### src/rtl/bsg_manycore_pkg.sv
// Shared manycore definitions used by the SPMD loader and the loader injector.
// Holds the packet op encodings and the packet layout helpers. Op values
// are referenced only through these names so that the encodings can change
// without touching the loader or the injector.
//
// Packet layout (LSB first):
//   op(2) | addr(addr_width) | data(data_width) | src_x | src_y | dst_x | dst_y
package bsg_manycore_pkg;

  localparam int op_width_gp = 2;
  localparam int op_lsb_gp   = 0;

  // Remote store to a tile or DRAM word.
  localparam logic [op_width_gp-1:0] op_remote_store_gp = 2'b01;
  // Configuration / unfreeze write; it must not overtake outstanding stores.
  localparam logic [op_width_gp-1:0] op_config_gp       = 2'b10;

  // Total packet width for a given field sizing. The source and destination
  // coordinates each carry an x and a y field.
  function automatic int packet_width(input int addr_width,
                                      input int data_width,
                                      input int x_cord_width,
                                      input int y_cord_width);
    return op_width_gp + addr_width + data_width + 2 * (x_cord_width + y_cord_width);
  endfunction

endpackage

### src/rtl/bsg_manycore_credit_counter.sv
// Saturating up/down credit counter. Resets to max_val_p (all credits
// available). dec_i consumes one credit, inc_i returns one; both together
// cancel out. A return while already at max leaves the count at max and
// raises overflow_o for that cycle; the caller decides whether to latch it.
//
// Ports:
//   clk_i, reset_i  clock and synchronous active-high reset
//   dec_i           one credit consumed this cycle
//   inc_i           one credit returned this cycle
//   count_o         credits currently available (registered)
//   overflow_o      return arrived with the counter already full (combinational)
module bsg_manycore_credit_counter #(
  parameter int max_val_p = 16
) (
  input  logic                           clk_i,
  input  logic                           reset_i,
  input  logic                           dec_i,
  input  logic                           inc_i,
  output logic [$clog2(max_val_p+1)-1:0] count_o,
  output logic                           overflow_o
);

  localparam int width_lp = $clog2(max_val_p+1);
  localparam logic [width_lp-1:0] max_lp = width_lp'(max_val_p);
  localparam logic [width_lp-1:0] one_lp = width_lp'(1);

  logic [width_lp-1:0] count_reg, count_next;

  always_comb begin
    count_next = count_reg;
    overflow_o = 1'b0;
    if (dec_i && !inc_i) begin
      // Upstream gating keeps dec_i low at zero; the guard only stops a wrap.
      if (count_reg != '0) count_next = count_reg - one_lp;
    end else if (inc_i && !dec_i) begin
      if (count_reg == max_lp) overflow_o = 1'b1;
      else                     count_next = count_reg + one_lp;
    end
  end

  always_ff @(posedge clk_i) begin
    if (reset_i) count_reg <= max_lp;
    else         count_reg <= count_next;
  end

  assign count_o = count_reg;

endmodule

### src/rtl/bsg_manycore_loader_injector.sv
// Sits between the SPMD loader packet output and the manycore mesh link.
// Buffers loader packets in a two-entry FIFO and meters injection against a
// remote-store credit budget. A config/unfreeze packet at the head is held
// until every previously sent packet has been acknowledged (credits back at
// max), so the tiles never unfreeze before their program image has landed.
//
// Ports:
//   clk_i, reset_i     clock and synchronous active-high reset
//   packet_i/v_i       packet from the loader, valid
//   ready_o            buffer has room (depends on registered state only)
//   packet_o/v_o       head packet to the mesh link, valid
//   ready_i            link accepts packet_o
//   credit_return_v_i  one store acknowledgement this cycle
//   out_credits_o      credits currently available
//   drained_o          buffer empty and all credits returned
//   error_o            sticky: credit returned while already at max
module bsg_manycore_loader_injector
  import bsg_manycore_pkg::*;
#(
  parameter int addr_width_p      = 30,
  parameter int data_width_p      = 32,
  // Coordinate widths have no meaningful default and are set per fabric.
  parameter int x_cord_width_p    = 4,
  parameter int y_cord_width_p    = 4,
  parameter int max_out_credits_p = 16,
  localparam int credit_width_lp  = $clog2(max_out_credits_p+1),
  localparam int packet_width_lp  = packet_width(addr_width_p, data_width_p,
                                                 x_cord_width_p, y_cord_width_p)
) (
  input  logic                       clk_i,
  input  logic                       reset_i,
  input  logic [packet_width_lp-1:0] packet_i,
  input  logic                       v_i,
  output logic                       ready_o,
  output logic [packet_width_lp-1:0] packet_o,
  output logic                       v_o,
  input  logic                       ready_i,
  input  logic                       credit_return_v_i,
  output logic [credit_width_lp-1:0] out_credits_o,
  output logic                       drained_o,
  output logic                       error_o
);

  localparam logic [credit_width_lp-1:0] max_credits_lp = credit_width_lp'(max_out_credits_p);

  // Two-entry FIFO storage; payload is not reset, only the pointers/count.
  logic [packet_width_lp-1:0] mem_reg [2];
  logic       wr_ptr_reg, rd_ptr_reg;
  logic [1:0] count_reg, count_next;
  logic       error_reg;

  logic enq, deq, empty, head_is_fence, overflow;
  logic [packet_width_lp-1:0] head;

  assign empty   = (count_reg == 2'd0);
  assign ready_o = (count_reg != 2'd2);
  assign head    = mem_reg[rd_ptr_reg];

  assign head_is_fence = (head[op_lsb_gp +: op_width_gp] == op_config_gp);

  // Fence packets also spend a credit, so they need one available as well as
  // an otherwise idle credit pool.
  assign v_o = !empty && (out_credits_o != '0)
               && (!head_is_fence || out_credits_o == max_credits_lp);

  assign enq = v_i && ready_o;
  assign deq = v_o && ready_i;

  always_comb begin
    count_next = count_reg;
    case ({enq, deq})
      2'b10:   count_next = count_reg + 2'd1;
      2'b01:   count_next = count_reg - 2'd1;
      default: count_next = count_reg;
    endcase
  end

  always_ff @(posedge clk_i) begin
    if (reset_i) begin
      wr_ptr_reg <= 1'b0;
      rd_ptr_reg <= 1'b0;
      count_reg  <= 2'd0;
      error_reg  <= 1'b0;
    end else begin
      if (enq) wr_ptr_reg <= ~wr_ptr_reg;
      if (deq) rd_ptr_reg <= ~rd_ptr_reg;
      count_reg <= count_next;
      if (overflow) error_reg <= 1'b1;
    end
  end

  always_ff @(posedge clk_i) begin
    if (enq) mem_reg[wr_ptr_reg] <= packet_i;
  end

  bsg_manycore_credit_counter #(
    .max_val_p(max_out_credits_p)
  ) credit_counter (
    .clk_i     (clk_i),
    .reset_i   (reset_i),
    .dec_i     (deq),
    .inc_i     (credit_return_v_i),
    .count_o   (out_credits_o),
    .overflow_o(overflow)
  );

  assign packet_o  = head;
  assign drained_o = empty && (out_credits_o == max_credits_lp);
  assign error_o   = error_reg;

endmodule

### config.mk
export PLATFORM = sky130hd
export DESIGN_NAME = bsg_manycore_loader_injector
export DESIGN_NICKNAME = d
export VERILOG_FILES = /design/src/rtl/bsg_manycore_pkg.sv /design/src/rtl/bsg_manycore_credit_counter.sv /design/src/rtl/bsg_manycore_loader_injector.sv
export SDC_FILE = /design/constraint.sdc
export NUM_CORES = 1
export LEC_CHECK = 0
export BUFFER_PORTS_ARGS = -buffer_cell sky130_fd_sc_hd__buf_2
export CORE_ASPECT_RATIO = 1.1
export CORE_MARGIN = 2
export CORE_UTILIZATION = 52
export CTS_CLUSTER_DIAMETER = 40
export CTS_CLUSTER_SIZE = 40
export DETAILED_ROUTE_END_ITERATION = 7
export PLACE_DENSITY_LB_ADDON = 0.3
export SETUP_SLACK_MARGIN = 0.2
export SLEW_MARGIN = 20
export SYNTH_ARGS = -nofsm -noshare
export SYNTH_HDL_FRONTEND = slang
export SYNTH_HIERARCHICAL = 1
export SYNTH_SLANG_ARGS = --single-unit
### constraint.sdc
create_clock -name clk_i -period 5.3 [get_ports clk_i]
set_input_delay 0.265 -clock clk_i [delete_from_list [all_inputs] [get_ports clk_i]]
set_output_delay 0.265 -clock clk_i [all_outputs]
set_load 0.03 [all_outputs]
==> impl_metrics.toml <==
[route]
ant_nets = 0
via_count = 3578
drt_iter0_markers = 226
routed_via_density = 5.216
drt_wl_total_um = 12100
wl_per_cell_um = 17.63
drcViolationCount = 0
first_pass_iters = 5

[critical_path]
r2r_end = "credit_counter/count_o[2]"
setup.worst_path.class = "reg2reg"
critPathMaxFanout = 11
reg2reg_depth = 10
r2r_start = "credit_counter/count_o[1]"
crit_required_ps = 5640
r2r_setup_slack_ps = 2080
crit_path_end_kind = "flop"
critPathLaunchType = "flop"
cp.arrival_ps = 3560

[global_route]
grt_pass1_wl_um = 18370
grt_pass1_vias = 3710
grt_usage_pct = 18.25
overflow = 0
grt_max_degree = 81
antenna_found_initial = 1

[pwr]
p_per_area_nw_per_um2 = 550.6
leakagePower_uw = 0.003116
peakVddDrop_mv = 0.3148

[sta]
finalSetupTns_ps = 0
period_share_pct = 60.73
hold_violations = 0
fin_crit_ps = 3219
final.setup_skew_ps = 5.748
tightest_slew_ps = 1080
rsz0062_at_grt = "no"
maxSlewViolCount = 0
setup_viol = 0
clock.fmax_mhz = 310.7
slew_headroom_pct = 27.99

[cts]
insertion_delay_ps = 410
path_clk_slew_ps = 60
cts_setup_buffers = 0
cts_tree = "done"
ctsHoldBuffers = 0
cts_buffer_depth = 2
cts_max_level = 4
root_buffer = "clkbuf_16"
cts.sinks = 171
ctsResizeCount = 0
numCtsBuffers = 17

[logic_synthesis]
ys_ff_latch = 171
netlist_area_um2 = 6520
synth.avg_cell_area_um2 = 19.52
syn_inst = 334
ys_warn_count = 6
synth-seq-area-share_pct = 77.07
syn_nets = 425
synth.distinct_cells = 38

[floorplan]
rows = 42
start_util_pct = 53.71
dieArea_um2 = 13450
dieHeight_um = 121.4
coreArea_um2 = 12140
ios = 174
fp.dieW_um = 110.8

[flow_run]
drv_cap = 0

[final_layout]
area_growth_pct = 25.54
drive_gt1_share_pct = 54.80
final_cells = 686
final_cell_area_um2 = 8185
largest_reg_flops = 160
finalNetCount = 609
nFillCells = 822

[placement]
dp_hpwl_um = 7568
gp_congestion = 0.7293
port-buffer-count = 173
dp.cells = 652
placed_area_um2 = 7550

[worst_hold_path]
hold_path_class = "in2reg"
whs_endpoint = "mem_reg[1][48]"
hold_depth = 1
hp-start = "packet_i[48]"

[run_status]
status = "completed"
## routing by layer
layer / GRT usage (%) / vias up / routed length, µm / share of wire (%)
li1: - / 1677 / - / -
met1: 20.63 / 1755 / 4539 / 38
met2: 31.79 / 133 / 6594 / 55
met3: 6.094 / 13 / 800 / 6.6
met4: 7.891 / 0 / 161 / 1.3
met5: 0 / - / 0 / 0
## cell usage in the layout, fill, tap and decap left out, types with 2 or more instances in the layout
cell	instances
bufinv_16	4
xnor2_1	2
mux2_1	2
or3_1	2
inv_1	2
clkinv_1	3
o211ai_1	2
buf_4	2
nor2b_1	3
clkbuf_16	17
mux2_2	79
clkinv_2	4
ha_1	6
xor2_1	4
nor2_1	10
nand2b_1	3
edfxtp_1	160
dfxtp_1	10
nand2_1	4
or2b_1	2
buf_2	173
nand3_1	2
o21ai_0	4
a21oi_1	6
## synth_stat cells, drive strengths merged
library cell,number,area (µm²)
edfxtp,160,4805
ha,6,75.07
or2b,2,15.01
nand3,2,10.01
nor3b,1,18.77
inv,2,7.510
and4b,1,10.01
a21o,1,7.510
nand4bb,1,11.26
mux2i,1,10.01
mux2,82,927.1
o21ai,4,20.02
or3,2,12.51
xnor2,2,17.52
nor2b,3,18.77
clkbuf,6,22.52
or4,1,7.510
nor3,1,5.000
nand2,4,15.01
dfxtp,11,220.2
a32o,1,10.01
o211ai,2,15.01
nand3b,1,7.510
nand4b,1,8.760
nor2,11,41.29
buf,5,37.53
nor4b,1,23.77
nor4,2,18.77
and3,2,12.51
nand2b,3,18.77
a21oi,6,30.03
xor2,5,51.30
a211o,1,8.760
## cell families after synthesis
group | synth area share, %
simple gates | 3.915
buf+inv | 1.036
fa+ha+maj | 1.151
mux | 14.37
xor+xnor | 1.056
compound gates | 1.401
flops | 77.07
## worst max-delay path by stage
stage / from / to / slack (ps)
6_report: credit_counter/count_o[1] / credit_counter/count_o[2] / 2080
5_1_grt: credit_counter/count_o[1] / credit_counter/count_o[2] / 1860
4_1_cts: credit_counter/count_o[1] / credit_counter/count_o[4] / 2100
3_5_place_dp: credit_counter/count_o[1] / credit_counter/count_o[4] / 2130
3_3_place_gp: credit_counter/count_o[1] / credit_counter/count_o[4] / 2350
2_1_floorplan: count_reg[0] / mem_reg[0][0] / 560
## through the flow
stage	total power (µW)	hold slack, ps	setup slack (ps)	utilization [%]
CTS	4540	16.13	2100	67.18
finish	4507	34.50	2081	67.43
global placement	3244	445.1	2345	62.19
detailed placement	3273	456.1	2132	62.19
global route	4692	18.13	1858	67.41
floorplan	2900	334.1	556.6	-
## final cells by class
class / instances / area (µm²) / share of cell area, %
Antenna cell: 1 / 2.502 / 0.03057
Clock buffer: 18 / 429.2 / 5.243
Clock inverter: 14 / 176.4 / 2.155
Inverter: 2 / 7.507 / 0.09172
Multi-Input combinational cell: 150 / 1440 / 17.59
Sequential cell: 171 / 5029 / 61.43
Tap cell: 154 / 192.7 / 2.354
Timing Repair Buffer: 176 / 908.4 / 11.10
## critical path: stages, from the launching register on
cell	delay [ps]
dfxtp_1	420
nor4_2	530
nor3b_4	90
nor4b_4	450
ha_1	500
xor2_1	190
ha_1	220
a21oi_1	70
xor2_1	190
or3_1	340
a21oi_1	140
## power by group
group | internal, µW | switching [µW]
Sequential | 1740 | 71.4
Combinational | 489 | 938
Clock | 782 | 484
Total | 3010 | 1490
(Power assumes the default switching activity.)
